`config.mk`:
```
export PLATFORM = sky130hd
export DESIGN_NAME = uart_tx_fifo
export DESIGN_NICKNAME = d
export VERILOG_FILES = /design/src/rtl/uart_pkg.sv /design/src/rtl/sync_fifo.sv /design/src/rtl/uart_tx_fifo.sv
export SDC_FILE = /design/constraint.sdc
export NUM_CORES = 1
export LEC_CHECK = 0
export ABC_AREA = 1
export ABC_CLOCK_PERIOD_IN_PS = 2150
export CORE_MARGIN = 5
export CORE_UTILIZATION = 50
export DETAILED_ROUTE_END_ITERATION = 6
export PLACE_DENSITY = 0.69
export SLEW_MARGIN = 20
export SYNTH_ARGS = -nofsm -noshare
export SYNTH_HDL_FRONTEND = slang
export SYNTH_SLANG_ARGS = --single-unit
```
`constraint.sdc`:
```
create_clock -name clk -period 2.15 [get_ports clk]
set_input_delay 0.43 -clock clk [delete_from_list [all_inputs] [get_ports clk]]
set_output_delay 0.43 -clock clk [all_outputs]
set_load 0.03 [all_outputs]
```
`src/rtl/uart_pkg.sv`:
```
// uart_pkg: definitions shared by the UART transmit and receive paths.
//   uart_tx_state_e  - transmit frame FSM states
//   UART_DATA_W      - payload bits per frame
//   UART_FRAME_BITS  - start + data + stop bits per frame (8N1)
package uart_pkg;

   typedef enum logic [1:0] {IDLE, START, DATA, STOP} uart_tx_state_e;

   localparam int UART_DATA_W     = 8;
   localparam int UART_FRAME_BITS = 10;

endpackage

```
`src/rtl/sync_fifo.sv`:
```
// sync_fifo: single-clock FIFO with registered full/empty/count flags.
// A word pushed into an empty FIFO only becomes visible once `empty`
// has dropped on the following edge (no fall-through). The head word is
// always presented on pop_data, so a consumer can take it on the same
// edge that pops it.
//   clk, reset        : clock, asynchronous active-high reset
//   push, push_data   : write strobe and word (ignored while full)
//   pop, pop_data     : read strobe (ignored while empty) and head word
//   full, empty, count: registered occupancy status
module sync_fifo #(
   parameter int WIDTH = 8,
   parameter int DEPTH = 8
) (
   input  logic                   clk,
   input  logic                   reset,
   input  logic                   push,
   input  logic [WIDTH-1:0]       push_data,
   input  logic                   pop,
   output logic [WIDTH-1:0]       pop_data,
   output logic                   full,
   output logic                   empty,
   output logic [$clog2(DEPTH):0] count
);

   localparam int PTR_W = $clog2(DEPTH);
   localparam int CNT_W = PTR_W + 1;

   logic [WIDTH-1:0] mem [DEPTH];
   logic [PTR_W-1:0] wr_ptr_reg;
   logic [PTR_W-1:0] rd_ptr_reg;
   logic [CNT_W-1:0] count_reg;
   logic [CNT_W-1:0] count_next;
   logic             full_reg;
   logic             empty_reg;
   logic             do_push;
   logic             do_pop;

   // Qualify strobes with the registered flags: a push while full is
   // dropped even if a pop frees a slot on the same edge.
   assign do_push = push & ~full_reg;
   assign do_pop  = pop & ~empty_reg;

   // Head word read combinationally so the consumer can load it on the pop edge.
   assign pop_data = mem[rd_ptr_reg];
   assign full     = full_reg;
   assign empty    = empty_reg;
   assign count    = count_reg;

   always_comb begin
      count_next = count_reg;
      if (do_push && !do_pop) begin
         count_next = count_reg + 1'b1;
      end else if (!do_push && do_pop) begin
         count_next = count_reg - 1'b1;
      end
   end

   // Storage carries no reset; pointers and flags define validity.
   always_ff @(posedge clk) begin
      if (do_push) begin
         mem[wr_ptr_reg] <= push_data;
      end
   end

   always_ff @(posedge clk or posedge reset) begin
      if (reset) begin
         wr_ptr_reg <= '0;
         rd_ptr_reg <= '0;
         count_reg  <= '0;
         full_reg   <= 1'b0;
         empty_reg  <= 1'b1;
      end else begin
         // DEPTH is a power of two, so the pointers wrap naturally.
         if (do_push) wr_ptr_reg <= wr_ptr_reg + 1'b1;
         if (do_pop)  rd_ptr_reg <= rd_ptr_reg + 1'b1;
         count_reg <= count_next;
         full_reg  <= (count_next == CNT_W'(DEPTH));
         empty_reg <= (count_next == '0);
      end
   end

endmodule

```
`src/rtl/uart_tx_fifo.sv`:
```
// uart_tx_fifo: buffered 8N1 UART transmitter.
// Bytes pushed through i_wr_en/i_wr_data are queued in a sync_fifo and
// sent LSB-first with one start and one stop bit. Each bit lasts
// latched_div+1 clocks; the divisor is sampled from i_baud_div whenever
// a frame starts, so changes mid-frame only affect later frames.
//   clk, reset          : clock, asynchronous active-high reset
//   i_baud_div          : bit period minus one, in clk cycles
//   i_wr_en, i_wr_data  : push strobe and byte
//   o_full, o_empty,
//   o_count             : FIFO status
//   o_overflow          : one-cycle pulse after a rejected push
//   o_busy              : a frame is in progress
//   o_uart_tx           : registered serial line, idle high
module uart_tx_fifo
   import uart_pkg::*;
#(
   parameter int FIFO_DEPTH = 8,
   parameter int DIV_W      = 16
) (
   input  logic                        clk,
   input  logic                        reset,
   input  logic [DIV_W-1:0]            i_baud_div,
   input  logic                        i_wr_en,
   input  logic [7:0]                  i_wr_data,
   output logic                        o_full,
   output logic                        o_empty,
   output logic [$clog2(FIFO_DEPTH):0] o_count,
   output logic                        o_overflow,
   output logic                        o_busy,
   output logic                        o_uart_tx
);

   uart_tx_state_e         state_reg;
   logic [DIV_W-1:0]       div_reg;
   logic [DIV_W-1:0]       baud_cnt_reg;
   logic [2:0]             bit_idx_reg;
   logic [UART_DATA_W-1:0] shift_reg;
   logic [UART_DATA_W-1:0] head;
   logic                   tx_reg;
   logic                   busy_reg;
   logic                   overflow_reg;
   logic                   fifo_full;
   logic                   fifo_empty;
   logic                   bit_end;
   logic                   pop;

   assign bit_end = (baud_cnt_reg == div_reg);

   // Pop from IDLE, or on the last cycle of STOP so the next start bit
   // follows the stop bit with no idle gap.
   assign pop = ~fifo_empty &
                ((state_reg == IDLE) || ((state_reg == STOP) && bit_end));

   sync_fifo #(
      .WIDTH (UART_DATA_W),
      .DEPTH (FIFO_DEPTH)
   ) u_fifo (
      .clk       (clk),
      .reset     (reset),
      .push      (i_wr_en),
      .push_data (i_wr_data),
      .pop       (pop),
      .pop_data  (head),
      .full      (fifo_full),
      .empty     (fifo_empty),
      .count     (o_count)
   );

   always_ff @(posedge clk or posedge reset) begin
      if (reset) begin
         state_reg    <= IDLE;
         div_reg      <= '0;
         baud_cnt_reg <= '0;
         bit_idx_reg  <= '0;
         shift_reg    <= '0;
         tx_reg       <= 1'b1;
         busy_reg     <= 1'b0;
      end else begin
         baud_cnt_reg <= bit_end ? '0 : baud_cnt_reg + 1'b1;
         unique case (state_reg)
            IDLE: begin
               baud_cnt_reg <= '0;
               if (pop) begin
                  shift_reg <= head;
                  div_reg   <= i_baud_div;
                  tx_reg    <= 1'b0;
                  busy_reg  <= 1'b1;
                  state_reg <= START;
               end
            end
            START: begin
               if (bit_end) begin
                  tx_reg      <= shift_reg[0];
                  shift_reg   <= shift_reg >> 1;
                  bit_idx_reg <= '0;
                  state_reg   <= DATA;
               end
            end
            DATA: begin
               if (bit_end) begin
                  if (bit_idx_reg == 3'd7) begin
                     tx_reg    <= 1'b1;
                     state_reg <= STOP;
                  end else begin
                     tx_reg      <= shift_reg[0];
                     shift_reg   <= shift_reg >> 1;
                     bit_idx_reg <= bit_idx_reg + 3'd1;
                  end
               end
            end
            STOP: begin
               if (bit_end) begin
                  if (pop) begin
                     shift_reg <= head;
                     div_reg   <= i_baud_div;
                     tx_reg    <= 1'b0;
                     state_reg <= START;
                  end else begin
                     busy_reg  <= 1'b0;
                     state_reg <= IDLE;
                  end
               end
            end
            default: state_reg <= IDLE;
         endcase
      end
   end

   always_ff @(posedge clk or posedge reset) begin
      if (reset) begin
         overflow_reg <= 1'b0;
      end else begin
         overflow_reg <= i_wr_en & fifo_full;
      end
   end

   assign o_full     = fifo_full;
   assign o_empty    = fifo_empty;
   assign o_overflow = overflow_reg;
   assign o_busy     = busy_reg;
   assign o_uart_tx  = tx_reg;

endmodule
```
==> flow_metrics.py <==
metrics = {
    "critical_path": {
        "cp_max_fo": 4,
        "cp_slowest_cell": "clkdlybuf4s50_1",
        "worstPathArrival_ns": 1.63,
        "crit_buf_inv": 1,
        "ff2ff_setup_slack_ns": 0.19,
        "reg2reg_depth": 13,
        "max_stage_delay_ns": 0.69,
        "path_class": "register to output pin",
        "crit_family": "buffers and inverters",
        "reg2reg_from": "baud_cnt_reg[11]",
        "cp_cell_sequence": "clkdlybuf4s50_1",
        "required_ns": 1.72,
        "cp-end-kind": "output pin",
        "start_kind": "register",
        "r2r-end": "shift_reg[6]",
    },
    "sta": {
        "finalSetupViolations": 0,
        "slew_violations": 0,
        "fin_crit_ns": 2.06,
        "maxSlewHeadroom_pct": 64.7,
        "worst_pin_slew_ns": 0.528,
        "hold_viol": 0,
        "whs_ns": 0.260,
        "period_share_pct": 95.8,
        "fmax_mhz": 486,
        "skew_ns": 0.00328,
    },
    "clock_network": {
        "cts_setup_buffers": 0,
        "cts_root_buf": "clkbuf_8",
        "clock_latency_ns": 0.54,
        "cts_tree": "yes",
        "cts_htree_levels": 4,
        "cts_buffer_depth": 2,
        "path_clk_slew_ns": 0.06,
        "cts_inserted_buffers": 17,
        "ctsHoldBuffers": 0,
        "clock_sinks": 124,
    },
    "power": {
        "ir_drop_mv": 0.951,
        "p_leak_nw": 2.91,
        "powerDensity_nw_per_um2": 1440,
        "power.total_mw": 9.79,
    },
    "floorplan": {
        "die_area_um2": 13400,
        "rows": 38,
        "core_um2": 10900,
        "num_io_pins": 36,
        "start_util_pct": 51.3,
        "fp.dieW_um": 116,
        "die-height_um": 116,
    },
    "place": {
        "place_hpwl_um": 8520,
        "io_buffers": 35,
        "place_congestion": 0.905,
        "placed_cell_area_um2": 6240,
    },
    "logic_synthesis": {
        "yosysWarnings": 0,
        "yosysTopAreaCellShare_pct": 34.4,
        "syn_avg_cell_area_um2": 9.66,
        "synth_area_um2": 5590,
        "synth-seq-cells": 124,
        "seq_area_frac_synth_pct": 61.3,
        "synthesis.nets": 617,
        "synth_top_cells_by_area": "edfxtp_1 34%, dfrtp_1 26%, nand2_1 7.1%, nor2_1 6.2%, o21ai_0 5.5%",
        "synth_top_area_cell": "edfxtp_1",
        "syn_inst": 579,
        "yosysUniqueCellTypes": 32,
    },
    "global_routing": {
        "overflow": 0,
        "grt_max_degree": 44,
        "antenna_found_initial": 0,
        "grt_pass1_vias": 4089,
        "grtUsageTotal_pct": 19.8,
        "grt_pass1_wl_um": 19600,
    },
    "route": {
        "viasPerCell": 5.14,
        "routedWlPerCell_um": 15.3,
        "ant_nets": 0,
        "wirelength_um": 12100,
        "firstDrtPassIters": 6,
        "drt_iter0_markers": 271,
        "num_vias": 4075,
        "route.detailed.drc": 0,
    },
    "min_path": {
        "hold_path_class": "input pin to asynchronous set/reset pin",
    },
    "final_layout": {
        "antenna_cells": 0,
        "fin_util_pct": 62.5,
        "drive_gt1_share_pct": 9.80,
        "fin_area_um2": 6800,
        "finish.net_count": 678,
        "syn2layout_area_growth_pct": 21.6,
        "largest_reg_flops": 64,
    },
    "run_status": {
        "status": "finished, final reports clean",
    },
    "flow_run": {
        "max_cap_violations": 0,
    },
}
-- what timing repair did --
item	in CTS	in global routing
endpoints found under the setup margin	3	4
resized for setup	3	4
pin swaps	0	1
-- layer usage --
| metal | GRT usage [%] | part of all wire (%) |
|---|---|---|
| met1 | 23.4 | 42 |
| met4 | 13.0 | 4.4 |
| met5 | 0 | 0 |
| met2 | 32.6 | 49 |
| met3 | 4.28 | 4.3 |
-- cell usage after synthesis --
| master | instances |
|---|---|
| edfxtp_1 | 64 |
| nor2_1 | 92 |
| o221ai_1 | 7 |
| nor3_1 | 8 |
| o31ai_1 | 2 |
| o21ai_0 | 61 |
| nand4_1 | 3 |
| dfstp_2 | 2 |
| a31oi_1 | 1 |
| mux2i_1 | 1 |
| buf_6 | 1 |
| buf_1 | 1 |
| clkbuf_1 | 13 |
| nand3_1 | 12 |
| or2_2 | 1 |
| ha_1 | 11 |
| o22ai_1 | 8 |
| a211oi_4 | 1 |
| inv_1 | 66 |
| o211ai_1 | 7 |
| inv_2 | 4 |
| nand2_1 | 106 |
| a21oi_1 | 29 |
| xnor2_1 | 2 |
| nor4_1 | 2 |
| nand2_4 | 2 |
| nor3b_1 | 1 |
| nand2_2 | 2 |
| xor2_1 | 8 |
| dfrtp_1 | 58 |
| nor2_2 | 1 |
| o21ai_2 | 2 |
-- report_power, final --
group	switching, mW	internal (mW)	leakage, nW
logic	2.41	1.32	1.32
registers	0.309	3.12	1.32
clock network	0.996	1.64	0.263
-- placed cells by master, fill, tap and decap left out, types with 4 or more instances in the layout --
cell               n
nor3_1             8
ha_1              11
clkbuf_16         16
xor2_1             8
inv_1             65
o221ai_1           7
clkinv_1           4
nand3_1           12
o22ai_1            8
buf_4             20
o21ai_0           61
clkdlybuf4s50_1   30
dfrtp_1           58
edfxtp_1          64
inv_2              5
nand2_1          106
nor2_1            92
o211ai_1           7
a21oi_1           28
-- cells by family (layout without fill, tap and decap cells) --
| group | after synthesis | after routing | synth area share [%] |
|---|---|---|---|
| AO/OA/AOI/OAI | 118 | 118 | 12.0 |
| XOR/XNOR | 10 | 10 | 1.57 |
| adder cells (fa/ha/maj) | 11 | 11 | 2.46 |
| buffers and inverters | 85 | 159 | 5.84 |
| flip-flops | 124 | 124 | 61.3 |
| multiplexers | 1 | 1 | 0.179 |
| AND/OR/NAND/NOR | 230 | 230 | 16.6 |
-- cell type report --
class / instances / area [um^2]
fillers: 911 / 4090
flip-flops and latches: 124 / 3430
multi-input cells: 370 / 1850
repair buffers: 57 / 542
clock buffers: 20 / 425
inverters: 70 / 263
well taps: 140 / 175
clock inverters: 12 / 123
-- metrics by stage --
stage	setup TNS, ns	cells	setup slack (ns)
detailed placement	0	761	0.0139
finish	0	793	0.0905
global placement	0	761	0.0585
global route	-0.00276	793	-0.00276
floorplan	0	579	0.0753
CTS	0	793	0.0144
-- worst max-delay path by stage --
stage                                 from          endpoint  slack, ns  cells past startpoint
after CTS                  u_fifo.count[0]        o_count[0]       0.01                      1
after detailed placement           i_wr_en  u_fifo.mem[4][5]       0.01                      7
final                      u_fifo.count[3]        o_count[3]       0.09                      1
after global placement             i_wr_en  u_fifo.mem[4][6]       0.06                      7
after global routing      baud_cnt_reg[10]      u_fifo.empty     -0.003                     14
after floorplan                u_fifo.full  u_fifo.mem[4][0]       0.08                      4
Power figures use the tool's default switching activity.
